### config.mk
export PLATFORM = sky130hd
export DESIGN_NAME = router_output_arbiter
export DESIGN_NICKNAME = d
export VERILOG_FILES = /design/src/rtl/router_output_arbiter.sv
export SDC_FILE = /design/constraint.sdc
export NUM_CORES = 1
export LEC_CHECK = 0
export BUFFER_PORTS_ARGS = -buffer_cell sky130_fd_sc_hd__buf_2
export CAP_MARGIN = 20
export CORE_MARGIN = 2
export CORE_UTILIZATION = 40
export DETAILED_ROUTE_END_ITERATION = 10
export GPL_TIMING_DRIVEN = 0
export PLACE_DENSITY = 0.71
export SETUP_SLACK_MARGIN = 0.2
export SLEW_MARGIN = 15
export SYNTH_ARGS = -nofsm -noshare
export SYNTH_HDL_FRONTEND = slang
export SYNTH_SLANG_ARGS = --single-unit
export TNS_END_PERCENT = 30
### constraint.sdc
create_clock -name clk -period 4.1 [get_ports clk]
set_input_delay 0.205 -clock clk [delete_from_list [all_inputs] [get_ports clk]]
set_output_delay 0.205 -clock clk [all_outputs]
set_load 0.005 [all_outputs]
### src/rtl/router_output_arbiter.sv
// Round-robin output-port arbiter: pops one input-buffer head addressed to PORT_ID and registers it onto the link.
// Latency: pop is asserted in the request cycle and the flit is valid on out_data the next cycle; one flit/cycle sustained.
// Backpressure: out_ready=0 holds the flit and stalls arbitration; with ARB_TIMEOUT_EN defined a flit stalled TIMEOUT cycles is dropped.
module router_output_arbiter #(
  parameter int         NUM_IN  = 5,
  parameter logic [2:0] PORT_ID = 3'd0,
  parameter int         TIMEOUT = 64
) (
  input  logic                 clk,
  input  logic                 rst,
  input  logic [NUM_IN*23-1:0] head,
  input  logic [NUM_IN-1:0]    head_valid,
  output logic [NUM_IN-1:0]    pop,
  output logic [22:0]          out_data,
  output logic                 out_valid,
  input  logic                 out_ready,
  output logic [2:0]           grant_id,
  output logic                 drop
);

  typedef enum logic {IDLE = 1'b0, SEND = 1'b1} state_t;

  state_t            state;
  state_t            state_nxt;
  logic [2:0]        rr_ptr;
  logic [22:0]       head_arr [NUM_IN];
  logic [NUM_IN-1:0] req;
  logic              any_req;
  logic [2:0]        win_idx;
  logic [3:0]        scan_sum;
  logic              arb_en;
  logic              grant_en;
  logic              stall_expired;

  // Unpack the flattened heads and qualify each one by its target field.
  for (genvar i = 0; i < NUM_IN; i++) begin : g_req
    assign head_arr[i] = head[23*i +: 23];
    assign req[i]      = head_valid[i] && (head_arr[i][2:0] == PORT_ID);
  end

  // A new flit may be taken when the output register is empty or being drained this cycle.
  assign arb_en    = (state == IDLE) || out_ready;
  assign grant_en  = arb_en && any_req;
  assign out_valid = (state == SEND);

  // Round-robin scan starting at rr_ptr, wrapping modulo NUM_IN.
  always_comb begin
    any_req  = 1'b0;
    win_idx  = '0;
    scan_sum = '0;
    for (int k = 0; k < NUM_IN; k++) begin
      scan_sum = {1'b0, rr_ptr} + 4'(k);
      if (scan_sum >= 4'(NUM_IN)) scan_sum = scan_sum - 4'(NUM_IN);
      if (!any_req && req[scan_sum[2:0]]) begin
        any_req = 1'b1;
        win_idx = scan_sum[2:0];
      end
    end
  end

  // Pop the winner in the grant cycle; held low while reset is asserted.
  always_comb begin
    pop = '0;
    if (rst && grant_en) pop[win_idx] = 1'b1;
  end

  // Next state: grant -> SEND, nothing to send or stall expired -> IDLE, otherwise hold.
  always_comb begin
    state_nxt = state;
    if (grant_en) state_nxt = SEND;
    else if (arb_en || stall_expired) state_nxt = IDLE;
  end

  // State register.
  always_ff @(posedge clk or negedge rst) begin
    if (!rst) state <= IDLE;
    else      state <= state_nxt;
  end

  // Output flit, source index and round-robin pointer update on every grant; they hold otherwise.
  always_ff @(posedge clk or negedge rst) begin
    if (!rst) begin
      out_data <= '0;
      grant_id <= '0;
      rr_ptr   <= '0;
    end else if (grant_en) begin
      out_data <= head_arr[win_idx];
      grant_id <= win_idx;
      rr_ptr   <= (win_idx == 3'(NUM_IN - 1)) ? 3'd0 : win_idx + 3'd1;
    end
  end

`ifdef ARB_TIMEOUT_EN
  localparam logic [7:0] STALL_LIMIT = 8'(TIMEOUT - 1);

  logic [7:0] stall_cnt;
  logic       drop_q;

  assign stall_expired = (state == SEND) && !out_ready && (stall_cnt == STALL_LIMIT);
  assign drop          = drop_q;

  // Count consecutive refused cycles; on expiry discard the flit and pulse drop for one cycle.
  always_ff @(posedge clk or negedge rst) begin
    if (!rst) begin
      stall_cnt <= '0;
      drop_q    <= 1'b0;
    end else begin
      drop_q <= 1'b0;
      if (stall_expired) begin
        stall_cnt <= '0;
        drop_q    <= 1'b1;
      end else if ((state == SEND) && !out_ready) begin
        stall_cnt <= stall_cnt + 8'd1;
      end else begin
        stall_cnt <= '0;
      end
    end
  end
`else
  // Without the stall timer a held flit waits forever and nothing is dropped;
  // the constant-false comparison only keeps TIMEOUT referenced in this build.
  assign stall_expired = 1'b0;
  assign drop          = (TIMEOUT < 0);
`endif

endmodule

# Yosys cells after proc, flatten, opt, wreduce, memory -nomap -nowiden
# Cells that the tools add are included.
# op_classes
addsub	10
n_lt_le_gt_ge	13
n_eq_ne	1
muxes	34
n_bitwise	2
n_reduce_logical	23
# op_table
op	count
23-bit binary-select mux with 3-bit select	1
23-bit 2-to-1 mux	2
3-bit 2-to-1 mux	11
3-bit by 4-bit < comparator with 1-bit output, second input constant	6
4-bit by 3-bit greater-or-equal comparator with 1-bit output, second input constant	4
1-bit binary-select mux with 3-bit select	5
3-bit logical NOT	5
3-bit subtractor, second input constant	5
1-bit 2-to-1 mux	13
1-bit logical AND	12
3-bit by 2-bit adder with 4-bit output, second input constant	2
5-bit 2-to-1 mux	1
3-bit by 1-bit adder with 4-bit output, second input constant	1
3-bit by 3-bit adder with 4-bit output, second input constant	1
4-bit greater-or-equal comparator, second input constant	1
1-bit logical NOT	4
3-bit inverter with 4-bit output	1
3-bit by 1-bit adder with 3-bit output, second input constant	1
1-bit demux with 3-bit select	1
3-bit == test, second input constant	1
3-bit by 1-bit greater-or-equal comparator with 1-bit output, second input constant	1
3-bit greater-or-equal comparator, second input constant	1
2-bit nonzero test	1
1-bit logical OR	1
1-bit inverter	1
# word_totals
regBits	30
input_bits	123
output_inout_bits	33
elab_cells	87

# Depth between registers and ports, before layout
# Gate-level depths: netlist of run 1.
# logic_depth
ltp_word	22
mapped_depth	16

# Worst setup path after synthesis of run 1
# OpenSTA, ideal clock, no wires.
# synth_timing
path_type	reg2out
from	register rr_ptr[1]
to	output pop[3]
arrival_ns	3.547
t_required_ns	3.895
setup_slack_ns	0.348
path_stages_with_launch	16
path_buffers	4
path_cell_list	dfrtp_1 -> clkbuf_1 -> inv_1 -> ha_1 -> ha_1 -> clkbuf_1 -> a21boi_2 -> nor3_1 -> nor3_1 -> a31oi_1 -> or3_1 -> or3_1 -> o21a_1 -> buf_4 -> buf_6 -> nor3_1
# synth_between
elab_chain_len	22
# synth_lines
element	line	source
from (decl)	25	logic [2:0] rr_ptr;
from (signal assigned)	89	rr_ptr <= (win_idx == 3'(NUM_IN - 1)) ? 3'd0 : win_idx + 3'd1;
parallel branches: the longest is 21 deep, another holds 3-bit by 1-bit adder with 4-bit output	--	
5-bit 2-to-1 mux (*)	64	if (rst && grant_en) pop[win_idx] = 1'b1;
to (decl)	13	output logic [NUM_IN-1:0] pop,
# Every way passes the cells marked *. The select of a mux whose other input is x is not followed.

# Final worst setup path of run 1
# layout_timing
from	register rr_ptr[0]
to	output pop[2]
# Same word-level chain as after synthesis.

==> results of run 1 <==
-- final timing paths --
path / startpoint / endpoint / slack [ns] / cells past startpoint
max: rr_ptr[0] / pop[2] / 0.23 / 15
max reg2reg: rr_ptr[0] / out_data[8] / 0.29 / 17
max in group asynchronous: rst / out_valid / 2.11 / 3
min: head[26] / out_data[3] / 0.26 / 3
min in group asynchronous: rst / out_data[19] / 0.36 / 2
min reg2reg: out_data[2] / out_data[2] / 0.48 / 1
-- cells in the mapped netlist (4+ instances only) --
| cell | n |
|---|---|
| a2111oi_0 | 21 |
| a211oi_1 | 22 |
| a21oi_1 | 8 |
| and2_1 | 5 |
| buf_2 | 17 |
| clkbuf_1 | 10 |
| dfrtp_1 | 30 |
| ha_1 | 8 |
| inv_1 | 8 |
| mux2i_1 | 22 |
| nand2_1 | 17 |
| nand2b_1 | 8 |
| nor2_1 | 12 |
| nor3_1 | 9 |
| nor4b_1 | 6 |
| o211a_1 | 20 |
| o21a_1 | 4 |
| o21ai_0 | 20 |
| o22ai_1 | 23 |
| or2_1 | 5 |
| or2_2 | 18 |
| or3_1 | 7 |
| or4b_1 | 5 |
| xnor2_1 | 6 |
-- flip-flops by register name, summed over array words and instances (netlist names) --
signal,cells
grant_id,3
out_data,23
out_valid,1
rr_ptr,3
-- cell type report --
type | count | share of cell area, %
buffer | 31 | 4.611
clock buffer | 7 | 1.767
clock inverter | 1 | 0.1025
inverter | 9 | 0.8965
multi-input combinational | 303 | 53.07
sequential | 30 | 15.45
tap | 102 | 2.613
timing repair buffer | 190 | 21.49
-- kinds of logic (layout without fill, tap and decap cells) --
family	after synthesis	count (layout)	synth area share (%)
fa+ha+maj	9	9	3.756
xor+xnor	7	7	1.917
mux	23	23	7.238
other cells	1	1	0.1173
flops	30	30	23.47
buf+inv	40	238	6.064
simple gates	116	116	22.10
compound gates	147	147	35.33
-- report_power, final --
| group | switching, mW | internal [mW] |
|---|---|---|
| registers | 0.0963 | 0.451 |
| logic | 2.33 | 1.82 |
| clock network | 0.116 | 0.135 |
| total | 2.55 | 2.40 |
-- layer usage --
metal,vias up,track usage (%)
met2,213,47.48
met3,36,3.787
li1,1861,-
met1,1913,32.72
met4,0,11.52
met5,-,0
-- metrics by stage --
stage / cells / util, % / hold WS, ns / instance area (um2)
3_5_place_dp: 629 / 53.01 / 0.2968 / 4096
6_report: 673 / 63.21 / 0.2596 / 4885
4_1_cts: 660 / 59.00 / 0.2623 / 4559
3_3_place_gp: 629 / 53.01 / 0.3021 / 4096
2_1_floorplan: 373 / - / -0.09059 / 3198
5_1_grt: 673 / 63.21 / 0.2750 / 4885
-- timing repair --
action                                 CTS  global route
pin swaps                               11            27
setup endpoints to repair               34            25
buffers inserted                        21            13
endpoints found under the hold margin   19             0
hold buffers                             2             0
gates cloned                             0             0
resized for setup                       51            60
-- critical path, stage by stage (launching register included) --
cell and delay [ns]:
dfrtp_2 0.44, clkinv_4 0.09, ha_4 0.13, inv_2 0.04, fa_2 0.48, nor2_2 0.16
o21ai_2 0.09, or4_1 0.49, and3_4 0.22, nor3b_4 0.17, o32a_1 0.40, o32ai_4 0.18
buf_6 0.17, buf_4 0.14, nor3_4 0.05, buf_2 0.14
==> impl_metrics.ini, run 1 <==
[critical_path]
critPathRequiredTime_ns = 3.89
arrival_ns = 3.66
crit_path_end_kind = output pin
cp_max_fo = 7
start_kind = register
criticalPathCategory = reg -> out

[detailed_routing]
met2_length_um = 6107
routed.top_layer = met4
vias = 4023
routed_wl_um = 12400
drtIter0Drc = 169
detail_route.wl_per_cell_um = 18.42
drtAntennaViolNets = 0
viasPerCell = 5.978
drc = 0
m1WireLength_um = 4972
first_pass_iters = 5
routed-wl-met3_um = 903

[yosys]
netlist_area_um2 = 3198
synth_area_leader_cell = dfrtp_1
synth_area_leaders = dfrtp_1 23%, mux2i_1 6.9%, o211a_1 6.3%, a2111oi_0 5.8%, a211oi_1 5.2%
synthFlopType = dfrtp_1
yosys_warnings = 0
synth_nets = 505
async_reset_ff_share_pct = 100.0
synth_edf_count = 0
ys_ff_latch = 30
yosysTopAreaCellShare_pct = 23.47
synth_seq_area_share_pct = 23.47
ys_types = 64
syn_inst = 373
post_synth.cell_area_avg_um2 = 8.574

[sta]
maxSlewViolCount = 0
fin_skew_ns = 0.01121
worstMarginPinSlew_ns = 0.9075
setup_slack_ns = 0.2303
fmaxAchievable_mhz = 258.4
fin_tns_setup_ns = 0
setup_violations = 0
fin_crit_ns = 3.870
rsz0062_at_grt = yes
slew_headroom_pct = 38.65
finalCritPeriodShare_pct = 94.38
report.final.hold_viol_count = 0

[power]
p_leak_nw = 2.289
cellPowerDensity_nw_per_um2 = 1014
ir_drop_uv = 674.9
power_mw = 4.952

[finish]
final_common_cell = buf_2
final_cell_mix = 166 x buf_2, 35 x buf_4, 27 x dfrtp_1
diodes = 0
area_growth_pct = 52.74
seqCellArea_um2 = 754.5
nets = 702
multi_input_area_um2 = 2592
drive_gt1_share_pct = 52.54
fill_cells = 649

[die]
die_h_um = 93.42
die_w_um = 93.42
pin_count = 156
coreArea_um2 = 7727
dieArea_um2 = 8726
initial_core_util_pct = 41.39
rows = 32

[global_routing]
grt_remaining_overflow = 0
grt_pass1_vias = 3970
grt_max_degree = 20
antenna_found_initial = 0
grt_first_pass_wirelength_um = 18760
grt_usage_pct = 26.99

[worst_hold_path]
min_path_type = in -> reg

[clock_network]
clock-sinks = 30
clk_latency_ns = 0.29
numCtsBuffers = 5
clk_pin_slew_ns = 0.07
h-tree-depth = 2
cts_tree = yes
max-clock-path-buffers = 2
clock-root-buffer = clkbuf_8

[placement]
finalWeightedCongestion = 0.9708
dp_hpwl_um = 8816
io_buffer_count = 154
place_ws_ns = -0.5577

[status]
run_status = finished, final reports clean

[job]
cap_viol_max_count = 0
No activity file was read; power rests on OpenSTA's default activity.
==> run 2: changes to the inputs <==
CORE_UTILIZATION = 47   (was 40)
PLACE_DENSITY = 0.81   (was 0.71)
SKIP_LAST_GASP = 1   (was not set)
==> run 2 against run 1 <==
Non-clock buffer count is 2 higher. First-iteration DRC count rose by 51%. Count of clock-buffer cells in the layout shrank 1. Critical endpoint is now pop[3]. Combinational power is 2% higher. Register-to-register slack worse by 0.04 ns.
==> impl_metrics.ini, run 2 (synthesized netlist as in run 1, its figures left out) <==
[die]
pin_count = 156
initial_core_util_pct = 47.87
die_h_um = 86.49
dieArea_um2 = 7481
rows = 30
die_w_um = 86.49
coreArea_um2 = 6681

[worst_hold_path]
min_path_type = in -> reg

[clock_network]
numCtsBuffers = 5
clk_latency_ns = 0.28
max-clock-path-buffers = 2
clock-root-buffer = clkbuf_8
clock-sinks = 30
clk_pin_slew_ns = 0.07
cts_tree = yes
h-tree-depth = 2

[critical_path]
arrival_ns = 3.68
criticalPathCategory = reg -> out
start_kind = register
crit_path_end_kind = output pin
critPathRequiredTime_ns = 3.89
cp_max_fo = 10

[finish]
final_common_cell = buf_2
largest_reg_flops = 23
regMostFlops = out_data
finish.utilization_pct = 73.43
diodes = 0
fill_cells = 487
stdcell_count = 651
reg.largest.list = out_data x23, grant_id x3, rr_ptr x3
nets = 704
area_growth_pct = 53.40
final_cell_mix = 166 x buf_2, 37 x buf_4, 27 x dfrtp_1
drive_gt1_share_pct = 52.54

[placement]
io_buffer_count = 154
dp_hpwl_um = 8579
placed_cells = 607
finalWeightedCongestion = 0.9505

[job]
cap_viol_max_count = 0

[sta]
rsz0062_at_grt = yes
report.final.hold_viol_count = 0
maxSlewViolCount = 0
worstMarginPinSlew_ns = 1.228
setup_violations = 0
fin_crit_ns = 3.884
fmaxAchievable_mhz = 257.5
finalCritPeriodShare_pct = 94.72
slew_headroom_pct = 16.97
fin_tns_setup_ns = 0
fin_skew_ns = 0.006342

[global_routing]
busiest_layer = met2
antenna_found_initial = 0
grt_remaining_overflow = 0
grt_pass1_vias = 3890
grt_first_pass_wirelength_um = 18110
grt_usage_pct = 30.19
grt_max_degree = 24
use_met3_pct = 4.857
gr-usage-met1_pct = 36.17
grtUsageMet2_pct = 52.38

[power]
cellPowerDensity_nw_per_um2 = 1023
ir_drop_uv = 651.5
p_leak_nw = 2.306
power_mw = 5.019

[detailed_routing]
drc = 0
first_pass_iters = 5
detail_route.wl_per_cell_um = 18.93
drtIter0Drc = 255
viasPerCell = 6.296
vias = 4099
drtAntennaViolNets = 0
routed_wl_um = 12330

[status]
run_status = finished, final reports clean
==> run 2: where the power goes <==
| part | total (mW) | switching, mW | internal (mW) | leakage, nW |
|---|---|---|---|---|
| Combinational | 4.24 | 2.33 | 1.91 | 1.91 |
| Sequential | 0.543 | 0.0908 | 0.452 | 0.348 |
| Clock | 0.240 | 0.111 | 0.129 | 0.0431 |
| Total | 5.02 | 2.53 | 2.49 | 2.31 |
==> run 2: final cells by class <==
cell class	instances	area (um2)	area share, %
well taps	80	100.1	2.040
flip-flops and latches	30	754.5	15.38
multi-input cells	303	2634	53.69
plain buffers	31	219.0	4.463
repair buffers	192	1077	21.96
clock buffers	6	82.58	1.683
inverters	9	38.79	0.7906
==> run 2: metal layers <==
layer / part of all wire, % / up-vias
met5: 0 / -
met4: 3.5 / 0
met3: 8.0 / 53
met2: 50 / 274
met1: 38 / 1904
li1: - / 1868
==> run 2: stage by stage <==
stage / hold slack (ns) / setup slack [ns] / area (um2)
2_1_floorplan: -0.09059 / 0.3478 / 3198
3_3_place_gp: 0.2994 / -0.3585 / 4069
3_5_place_dp: 0.3004 / -0.4472 / 4069
4_1_cts: 0.2596 / 0.1973 / 4452
5_1_grt: 0.2758 / 0.1075 / 4906
6_report: 0.2657 / 0.2164 / 4906
==> run 2: critical path, cell delays in order, from the launching register on <==
cell and delay (ns):
dfrtp_2 0.44, buf_4 0.17, ha_1 0.25, a221oi_4 0.34, mux2_2 0.39, nor3_1 0.40
a41o_1 0.24, nor4b_4 0.07, nand2_2 0.14, buf_4 0.12, a21oi_2 0.04, o21a_1 0.21
buf_6 0.12, buf_8 0.14, nor3_1 0.17, buf_2 0.14
==> run 2: worst paths after layout <==
path	from	endpoint	slack [ns]	depth (start not counted)
worst max-delay path	rr_ptr[0]	pop[3]	0.22	15
max in group asynchronous	rst	rr_ptr[0]	3.36	3
worst min register to register	out_data[1]	out_data[1]	0.48	1
min in group asynchronous	rst	out_data[4]	0.47	2
worst min-delay path	head[44]	out_data[21]	0.27	3
worst max register to register	rr_ptr[0]	out_data[11]	0.25	15
==> run 2: what timing repair did <==
action | CTS | global route
hold buffers | 3 | 0
resized for setup | 45 | 63
pin swaps | 11 | 29
setup buffers | 12 | 23
setup endpoints to repair | 34 | 31
endpoints found under the hold margin | 7 | 0
